==> config.mk <==
export PLATFORM = sky130hd
export DESIGN_NAME = bid_cmd_sequencer
export DESIGN_NICKNAME = d
export VERILOG_FILES = /design/src/rtl/bids22_pkg.sv /design/src/rtl/bid_cmd_fifo.sv /design/src/rtl/bid_cmd_sequencer.sv
export SDC_FILE = /design/constraint.sdc
export NUM_CORES = 1
export LEC_CHECK = 0
export CORE_MARGIN = 10
export CORE_UTILIZATION = 30
export CTS_BUF_LIST = sky130_fd_sc_hd__clkbuf_2
export DETAILED_ROUTE_END_ITERATION = 10
export GPL_TIMING_DRIVEN = 0
export PLACE_DENSITY = 0.46
export SYNTH_ARGS = -nofsm -noshare
export SYNTH_HDL_FRONTEND = slang
export SYNTH_SLANG_ARGS = --single-unit
export TNS_END_PERCENT = 5
==> constraint.sdc <==
create_clock -name clk -period 2.6 [get_ports clk]
set_input_delay 0.52 -clock clk [delete_from_list [all_inputs] [get_ports clk]]
set_output_delay 0.52 -clock clk [all_outputs]
set_load 0.05 [all_outputs]
==> src/rtl/bids22_pkg.sv <==
// Shared types for the bids22 auction controller and its host command sequencer.
package bids22_pkg;

    typedef enum logic [3:0] {
        NoOp       = 4'd0,
        Unlock     = 4'd1,
        Lock       = 4'd2,
        LoadX      = 4'd3,
        LoadY      = 4'd4,
        LoadZ      = 4'd5,
        SetXYZmask = 4'd6,
        SetTimer   = 4'd7,
        BidCharge  = 4'd8
    } opcode_t;

    typedef logic [1:0] err_t;
    localparam err_t ErrOk = 2'b00;

    typedef enum logic [2:0] {
        IDLE,
        ISSUE,
        RESP,
        ROUND,
        ERRHALT
    } seq_state_t;

    typedef struct packed {
        logic        round;
        logic [3:0]  op;
        logic [31:0] data;
    } cmd_t;

    localparam int unsigned CmdWidth = $bits(cmd_t);

    // A zero-length round still holds C_start for one cycle.
    function automatic logic [15:0] round_len(input logic [15:0] dur);
        return (dur == 16'd0) ? 16'd1 : dur;
    endfunction

endpackage

==> src/rtl/bid_cmd_fifo.sv <==
// Synchronous FIFO with wrap-bit pointers; read data is the current head entry.
module bid_cmd_fifo #(
    parameter int unsigned DEPTH = 4,
    parameter int unsigned WIDTH = 37
) (
    input  logic             clk,
    input  logic             reset_n,
    input  logic             push,
    input  logic [WIDTH-1:0] wdata,
    input  logic             pop,
    output logic [WIDTH-1:0] rdata,
    output logic             full,
    output logic             empty
);

    localparam int unsigned AW = $clog2(DEPTH);
    localparam logic [AW:0] PtrOne = {{AW{1'b0}}, 1'b1};

    logic [AW:0]      wr_ptr_q;
    logic [AW:0]      rd_ptr_q;
    logic [WIDTH-1:0] mem [DEPTH];
    logic             do_push;
    logic             do_pop;

    assign full    = (wr_ptr_q[AW] != rd_ptr_q[AW]) && (wr_ptr_q[AW-1:0] == rd_ptr_q[AW-1:0]);
    assign empty   = (wr_ptr_q == rd_ptr_q);
    assign do_push = push && !full;
    assign do_pop  = pop && !empty;
    assign rdata   = mem[rd_ptr_q[AW-1:0]];

    always_ff @(posedge clk or negedge reset_n) begin
        if (!reset_n) begin
            wr_ptr_q <= '0;
            rd_ptr_q <= '0;
        end else begin
            if (do_push) wr_ptr_q <= wr_ptr_q + PtrOne;
            if (do_pop)  rd_ptr_q <= rd_ptr_q + PtrOne;
        end
    end

    always_ff @(posedge clk) begin
        if (do_push) mem[wr_ptr_q[AW-1:0]] <= wdata;
    end

endmodule

==> src/rtl/bid_cmd_sequencer.sv <==
// Host command front end for bids22: buffers commands, strobes opcodes, runs timed rounds,
// and tracks error responses.
module bid_cmd_sequencer
    import bids22_pkg::*;
#(
    parameter int unsigned DEPTH       = 4,
    parameter bit          HALT_ON_ERR = 1'b1
) (
    input  logic        clk,
    input  logic        reset_n,
    input  logic        cmd_valid,
    output logic        cmd_ready,
    input  logic        cmd_round,
    input  logic [3:0]  cmd_op,
    input  logic [31:0] cmd_data,
    input  logic        clear_err,
    output logic [3:0]  C_op,
    output logic [31:0] C_data,
    output logic        C_start,
    input  logic [1:0]  err,
    input  logic        roundOver,
    output logic        busy,
    output logic [1:0]  status_err,
    output logic [7:0]  err_count,
    output logic [15:0] cmd_count
);

    cmd_t       push_cmd;
    cmd_t       head_cmd;
    logic       fifo_full;
    logic       fifo_empty;
    logic       pop;

    seq_state_t  state_q, state_d;
    logic [3:0]  hold_op_q, hold_op_d;
    logic [31:0] hold_data_q, hold_data_d;
    logic [15:0] cnt_q, cnt_d;
    logic [3:0]  c_op_q, c_op_d;
    logic [31:0] c_data_q, c_data_d;
    logic        c_start_q, c_start_d;
    err_t        status_q, status_d;
    logic [7:0]  err_cnt_q, err_cnt_d;
    logic [15:0] cmd_cnt_q, cmd_cnt_d;

    assign push_cmd = {cmd_round, cmd_op, cmd_data};

    bid_cmd_fifo #(
        .DEPTH (DEPTH),
        .WIDTH (CmdWidth)
    ) u_fifo (
        .clk     (clk),
        .reset_n (reset_n),
        .push    (cmd_valid),
        .wdata   (push_cmd),
        .pop     (pop),
        .rdata   (head_cmd),
        .full    (fifo_full),
        .empty   (fifo_empty)
    );

    always_comb begin
        state_d     = state_q;
        hold_op_d   = hold_op_q;
        hold_data_d = hold_data_q;
        cnt_d       = cnt_q;
        c_op_d      = NoOp;
        c_data_d    = '0;
        c_start_d   = 1'b0;
        status_d    = status_q;
        err_cnt_d   = err_cnt_q;
        cmd_cnt_d   = cmd_cnt_q;
        pop         = 1'b0;

        case (state_q)
            IDLE: begin
                if (!fifo_empty) begin
                    pop         = 1'b1;
                    hold_op_d   = head_cmd.op;
                    hold_data_d = head_cmd.data;
                    if (head_cmd.round) begin
                        // C_start is registered, so it rises on the same edge as the pop.
                        c_start_d = 1'b1;
                        cnt_d     = round_len(head_cmd.data[15:0]);
                        state_d   = ROUND;
                    end else begin
                        state_d = ISSUE;
                    end
                end
            end
            ISSUE: begin
                c_op_d   = hold_op_q;
                c_data_d = hold_data_q;
                state_d  = RESP;
            end
            RESP: begin
                cmd_cnt_d = cmd_cnt_q + 16'd1;
                if (err != ErrOk) begin
                    status_d = err;
                    if (err_cnt_q != 8'hFF) err_cnt_d = err_cnt_q + 8'd1;
                    state_d = HALT_ON_ERR ? ERRHALT : IDLE;
                end else begin
                    state_d = IDLE;
                end
            end
            ROUND: begin
                if (roundOver || (cnt_q == 16'd1)) begin
                    cmd_cnt_d = cmd_cnt_q + 16'd1;
                    state_d   = IDLE;
                end else begin
                    c_start_d = 1'b1;
                    cnt_d     = cnt_q - 16'd1;
                end
            end
            ERRHALT: begin
                if (clear_err) state_d = IDLE;
            end
            default: state_d = IDLE;
        endcase
    end

    always_ff @(posedge clk or negedge reset_n) begin
        if (!reset_n) begin
            state_q     <= IDLE;
            hold_op_q   <= '0;
            hold_data_q <= '0;
            cnt_q       <= '0;
            c_op_q      <= NoOp;
            c_data_q    <= '0;
            c_start_q   <= 1'b0;
            status_q    <= ErrOk;
            err_cnt_q   <= '0;
            cmd_cnt_q   <= '0;
        end else begin
            state_q     <= state_d;
            hold_op_q   <= hold_op_d;
            hold_data_q <= hold_data_d;
            cnt_q       <= cnt_d;
            c_op_q      <= c_op_d;
            c_data_q    <= c_data_d;
            c_start_q   <= c_start_d;
            status_q    <= status_d;
            err_cnt_q   <= err_cnt_d;
            cmd_cnt_q   <= cmd_cnt_d;
        end
    end

    assign cmd_ready  = !fifo_full;
    assign C_op       = c_op_q;
    assign C_data     = c_data_q;
    assign C_start    = c_start_q;
    assign busy       = (state_q != IDLE) || !fifo_empty;
    assign status_err = status_q;
    assign err_count  = err_cnt_q;
    assign cmd_count  = cmd_cnt_q;

endmodule

==> flow_summary.json, run 1 <==
{
  "cap_violations": 0,
  "area_growth_pct": 25.15,
  "reg2reg_depth": 7,
  "r2r_end": "cnt_q[1]",
  "required_ns": 2.08,
  "tns_ns": -0.003803,
  "slew_viol_final": 0,
  "netlist_area_sq_um": 10560,
  "cts_tree": "done",
  "cts_buffers": 73,
  "cp_top_family": "simple AND/OR/NAND/NOR gates",
  "tightest_slew_ns": 0.6770,
  "cp-startpoint": "state_q[1]",
  "synth_top_area_share_pct": 42.11,
  "path_cells": "or3_4, or2_4, buf_8",
  "whs_ns": 0.1746,
  "cts_num_sinks": 272,
  "final.min_clock_period_ns": 2.604,
  "cp_data_arrival_time_ns": 2.08,
  "r2r_setup_slack_ns": 0.06,
  "port-buffer-count": 108,
  "grt_max_degree": 83,
  "finalWeightedCongestion": 0.8109,
  "violations": "negative setup slack",
  "fp-row-count": 68,
  "worst-path-buf-inv": 1,
  "path_class": "reg -> out",
  "synth_cell_types": 50,
  "drc_errors": 0,
  "grt_pass1_vias": 6909,
  "path_clk_slew_ns": 0.14,
  "status": "complete, but fails checks",
  "drive_above_1_share_pct": 28.95,
  "drt_iter0_markers": 335,
  "routedWlPerCell_microns": 19.11,
  "p_per_area_nw_per_um2": 1250,
  "antenna_found_initial": 3,
  "routed_wl_mm": 25.44,
  "hold_viol": 0,
  "peakVddDrop_mv": 0.6433,
  "die_area_sq_um": 43090,
  "critPathSlowestCell": "dfrtp_2",
  "coreArea_sq_um": 34630,
  "cp_max_fo": 7,
  "syn_nets": 674,
  "ys_async_sr_fraction_pct": 45.59,
  "ios": 109,
  "cts_root_buf": "clkbuf_2",
  "netlist_instances": 621,
  "startpoint_type": "flop",
  "cts_buffer_depth": 3,
  "yosysMostFrequentCell": "edfxtp_1",
  "max_freq_ghz": 0.3841,
  "timing.final.crit_share_pct": 100.1,
  "grt_pass1_wl_mm": 39.68,
  "rsz0062_at_grt": "yes",
  "fin_nets": 870,
  "die_h_microns": 207.6,
  "die_w_microns": 207.6,
  "synth_ff_type": "edfxtp_1",
  "worst_slack_ns": -0.003803,
  "setup_violations": 1,
  "path_depth": 3,
  "avgViaCountPerCell": 4.648,
  "worst_setup_path_end_kind": "output port",
  "h-tree-depth": 3,
  "critical-path-max-stage-delay_ns": 0.47,
  "crit_end": "busy",
  "worstHoldPathType": "in -> async",
  "clk_latency_ns": 0.85,
  "synth_area_leaders": "edfxtp_1 (42%), dfrtp_1 (29%), mux4_2 (7.9%), mux2_2 (4.3%), and2_1 (2.3%)",
  "relSlewSlack_pct": 54.65,
  "drt_pass1_iterations": 5,
  "ys_ff_latch": 272,
  "overflow": 0,
  "dr_total_vias": 6186,
  "synth_commonest_cells": "edfxtp_1 (148), dfrtp_1 (124), mux2_2 (40), and2_1 (39), mux4_2 (37)",
  "yosysWarnings": 0,
  "p_leak_nw": 5.341,
  "hpwl_mm": 16.72,
  "track_usage_pct": 11.70,
  "initial_core_util_pct": 30.48,
  "yosysTopAreaCell": "edfxtp_1",
  "finalClockSkew_ns": 0.08224,
  "r2r-start": "state_q[1]",
  "synth_edf_count": 148,
  "postSynthAreaPerCell_sq_um": 17.00,
  "yosysSeqAreaShare_pct": 71.50,
  "final_antenna_net_count": 0
}
how the worst min path moves through the flow:
stage | startpoint | endpoint | slack [ns] | cells after the start
3_3_place_gp | cmd_count[15] | cmd_count[15] | 0.46 | 1
2_1_floorplan | reset_n | C_data[0] | 0.22 | 0
5_1_grt | reset_n | cnt_q[8] | 0.12 | 2
3_5_place_dp | hold_data_q[30] | C_data[30] | 0.47 | 1
6_report | reset_n | cnt_q[8] | 0.17 | 2
4_1_cts | reset_n | cnt_q[8] | 0.09 | 2
state kept, by name, summed over array words and instances, names as in the netlist, 3 cells and up:
name	flops
hold_op_q	4
u_fifo.wr_ptr_q	3
cmd_count	16
state_q	3
u_fifo.mem	148
cnt_q	16
err_count	8
C_op	4
u_fifo.rd_ptr_q	3
hold_data_q	32
C_data	32
per-stage QoR:
step	cell area [sq um]	power (mW)	instances	setup slack, ns	utilization, %
after detailed placement	12340	13.32	1190	-0.1806	35.62
final	13210	16.52	1331	-0.003803	38.15
after CTS	13120	16.73	1326	-0.1666	37.89
after global placement	12210	13.11	1184	-4.548	35.25
after floorplan	10560	10.99	621	0.02896	-
after global routing	13210	17.59	1330	-0.1386	38.14
where the power goes:
| part | internal [mW] | switching, mW | total [mW] |
|---|---|---|---|
| Clock | 1.59 | 1.76 | 3.35 |
| Combinational | 2.70 | 3.86 | 6.56 |
| Sequential | 5.95 | 0.660 | 6.61 |
| Total | 10.2 | 6.28 | 16.5 |
area by class of cell:
class	instances	area, sq um
Fill cell	3288	21420
Sequential cell	272	7555
Multi-Input combinational cell	316	2920
Timing Repair Buffer	121	1234
Tap cell	455	569.3
Clock buffer	106	530.5
Clock inverter	26	236.5
Buffer	24	126.4
Inverter	9	33.78
Antenna cell	2	5.005
repair_timing:
| item | 4_1_cts | 5_1_grt |
|---|---|---|
| hold buffers | 1 | 0 |
| endpoints found under the setup margin | 68 | 18 |
| gates resized for setup | 72 | 22 |
| endpoints found under the hold margin | 50 | 0 |
| pin swaps | 0 | 2 |
| setup buffers | 3 | 3 |
cells by family (layout without fill, tap and decap cells):
group / after synthesis / in the layout / synth area share, %
muxes: 77 / 77 / 12.16
DFF: 272 / 272 / 71.50
and+or+nand+nor: 151 / 151 / 8.002
xor gates and xnor gates: 29 / 29 / 2.406
buffers and inverters: 33 / 286 / 1.375
other: 0 / 2 / 0
AOI/OAI and AO/OA: 50 / 50 / 3.485
adders and majority gates: 9 / 9 / 1.067
placed cells by master (no fill, tap or decap), drive strengths merged, types with 19 or more instances in the layout:
| cell type | Yosys | final |
|---|---|---|
| and2 | 39 | 39 |
| buf | 14 | 29 |
| clkbuf | 10 | 116 |
| clkdlybuf4s50 | 0 | 49 |
| clkinv | 0 | 20 |
| dfrtp | 124 | 124 |
| dlygate4sd2 | 0 | 45 |
| edfxtp | 148 | 148 |
| mux2 | 40 | 40 |
| mux4 | 37 | 37 |
| nand2 | 21 | 21 |
| nor2 | 21 | 21 |
| xor2 | 19 | 19 |
metal layers:
| metal | up-vias | global-route usage (%) | wire length [microns] |
|---|---|---|---|
| li1 | 2813 | - | - |
| met1 | 3126 | 13.99 | 10980 |
| met2 | 192 | 18.90 | 12360 |
| met3 | 53 | 3.911 | 1516 |
| met4 | 2 | 5.018 | 569 |
| met5 | - | 0 | 20 |
Power figures use the tool's default switching activity.
==> run 2, diff against run 1 <==
Settings changed: CORE_ASPECT_RATIO from default to 1.75, GPL_TIMING_DRIVEN 0 to default.
==> run 2 against run 1 <==
Against the previous run: the run still ends with negative setup slack left; critical path depth is the same; worst hold slack lost 0.078 ns; routed wire length shrank 1.4%; design area shrank 1.7%; non-clock buffer count shrank 3; clock-buffer cell count shrank 19; largest power group unchanged.
==> flow_summary.json, run 2 (same netlist as run 1, synthesis figures left out) <==
{
  "ios": 109,
  "layout_commonest_cell": "edfxtp_1",
  "fp-row-count": 90,
  "drc_errors": 0,
  "cts_buffer_depth": 3,
  "grt_pass1_vias": 6882,
  "worst_setup_path_end_kind": "output port",
  "track_usage_pct": 11.77,
  "internal-power_mw": 9.668,
  "largest_reg_flops": 148,
  "drive_above_1_share_pct": 27.20,
  "status": "complete, but fails checks",
  "finalWeightedCongestion": 0.8123,
  "power_mw": 15.83,
  "h-tree-depth": 2,
  "dr_total_vias": 6117,
  "final_antenna_net_count": 0,
  "overflow": 0,
  "whs_ns": 0.09655,
  "grt_max_degree": 66,
  "coreArea_sq_um": 34570,
  "grt_pass1_wl_mm": 39.61,
  "seqPwrFrac_pct": 41.8,
  "relSlewSlack_pct": 53.77,
  "final_cell_mix": "edfxtp_1 (148), dfrtp_1 (118), clkbuf_2 (87), dlygate4sd2_1 (62), clkdlybuf4s50_1 (42)",
  "final.min_clock_period_ns": 2.650,
  "antenna_found_initial": 2,
  "max_freq_ghz": 0.3773,
  "p_per_area_nw_per_um2": 1219,
  "drt_iter0_markers": 235,
  "required_ns": 2.08,
  "critical-path-max-stage-delay_ns": 0.45,
  "cts_buffers": 60,
  "startpoint_type": "flop",
  "drt_pass1_iterations": 4,
  "routedWlPerCell_microns": 19.08,
  "tightest_slew_ns": 0.6912,
  "peakVddDrop_mv": 0.5545,
  "p_clk_share_pct": 16.4,
  "netSwitchingPower_mw": 6.157,
  "die_area_sq_um": 43380,
  "pwr-share-comb_pct": 41.8,
  "path_clk_slew_ns": 0.11,
  "cts_tree": "done",
  "cts_root_buf": "clkbuf_2",
  "timing.final.crit_share_pct": 101.9,
  "hold_viol": 0,
  "worst_slack_ns": -0.05012,
  "routed_wl_mm": 25.08,
  "critPathSlowestCell": "dfrtp_2",
  "violations": "negative setup slack",
  "die_w_microns": 161.8,
  "die_h_microns": 268.1,
  "setup_violations": 1,
  "cts_num_sinks": 272,
  "rsz0062_at_grt": "yes",
  "worstHoldPathType": "in -> async",
  "hpwl_mm": 16.52,
  "cp_max_fo": 6,
  "port-buffer-count": 108,
  "instances_no_fill": 1314,
  "slew_viol_final": 0,
  "swShare_pct": 38.91,
  "path_cells": "or3_4, or2_4, buf_6",
  "path_class": "reg -> out",
  "finalClockSkew_ns": 0.06262,
  "avgViaCountPerCell": 4.655,
  "area_growth_pct": 23.01,
  "cp_data_arrival_time_ns": 2.13,
  "dp_cells": 1186,
  "place_ws_ns": 0.2308,
  "p_leak_nw": 5.115,
  "fin_nets": 854,
  "cap_violations": 0,
  "clk_latency_ns": 0.92,
  "n_fill_cell": 3328,
  "final_util_pct": 37.56,
  "initial_core_util_pct": 30.53
}
==> run 2: area by class of cell <==
cell class | count | area, sq um | area share [%]
Clock buffer | 87 | 435.4 | 3.354
Antenna cell | 1 | 2.502 | 0.01927
Sequential cell | 272 | 7557 | 58.21
Inverter | 9 | 33.78 | 0.2602
Multi-Input combinational cell | 316 | 2945 | 22.68
Tap cell | 460 | 575.6 | 4.433
Timing Repair Buffer | 142 | 1318 | 10.15
Clock inverter | 27 | 116.4 | 0.8962
==> run 2: stage by stage <==
stage               setup TNS, ns  cell area (sq um)
finish                   -0.05012              12980
detailed placement              0              12330
floorplan                       0              10560
global placement                0              12330
global route              -0.4024              12980
CTS                       -0.3114              12960
==> run 2: critical path, delay by kind of cell, from the launching register on <==
kind                   cells  cell delay (ns)
AND/OR/NAND/NOR            2             0.65
flip-flops                 1             0.45
buffers and inverters      1             0.15
==> run 2: power by group through the flow <==
stage          logic [mW]  registers, mW  clock network (mW)
6_report             6.61           6.62                2.59
5_1_grt              7.16           6.77                2.98
4_1_cts              6.76           6.64                2.75
3_5_place_dp         6.61           6.78                   0
3_3_place_gp         6.51           6.72                   0
2_1_floorplan        3.42           7.57                   0
==> run 2: layer usage <==
layer / part of all wire, % / GRT usage, % / up-vias
met4: 3.1 / 5.132 / 2
met3: 5.9 / 3.217 / 61
li1: - / - / 2764
met2: 57 / 22.90 / 190
met5: 0.068 / 0 / -
met1: 34 / 11.12 / 3100
==> run 2: path summary, 6_finish.rpt <==
check,start,end,slack (ns),cells after the start
setup / recovery,state_q[1],busy,-0.05,3
hold / removal,reset_n,C_data[2],0.1,2
setup reg to reg,cnt_q[0],cnt_q[12],0.16,6
hold reg to reg,status_err[1],status_err[1],0.48,2
max in group asynchronous,reset_n,C_op[2],1.39,3
min in group clk,cmd_data[27],u_fifo.mem[3][27],0.22,1
==> run 2: what timing repair did <==
action,in CTS,in global routing
hold buffers,2,0
endpoints found under the hold margin,124,0
endpoints found under the setup margin,65,3
resized for setup,75,4
setup buffers,10,1
pin swaps,4,0
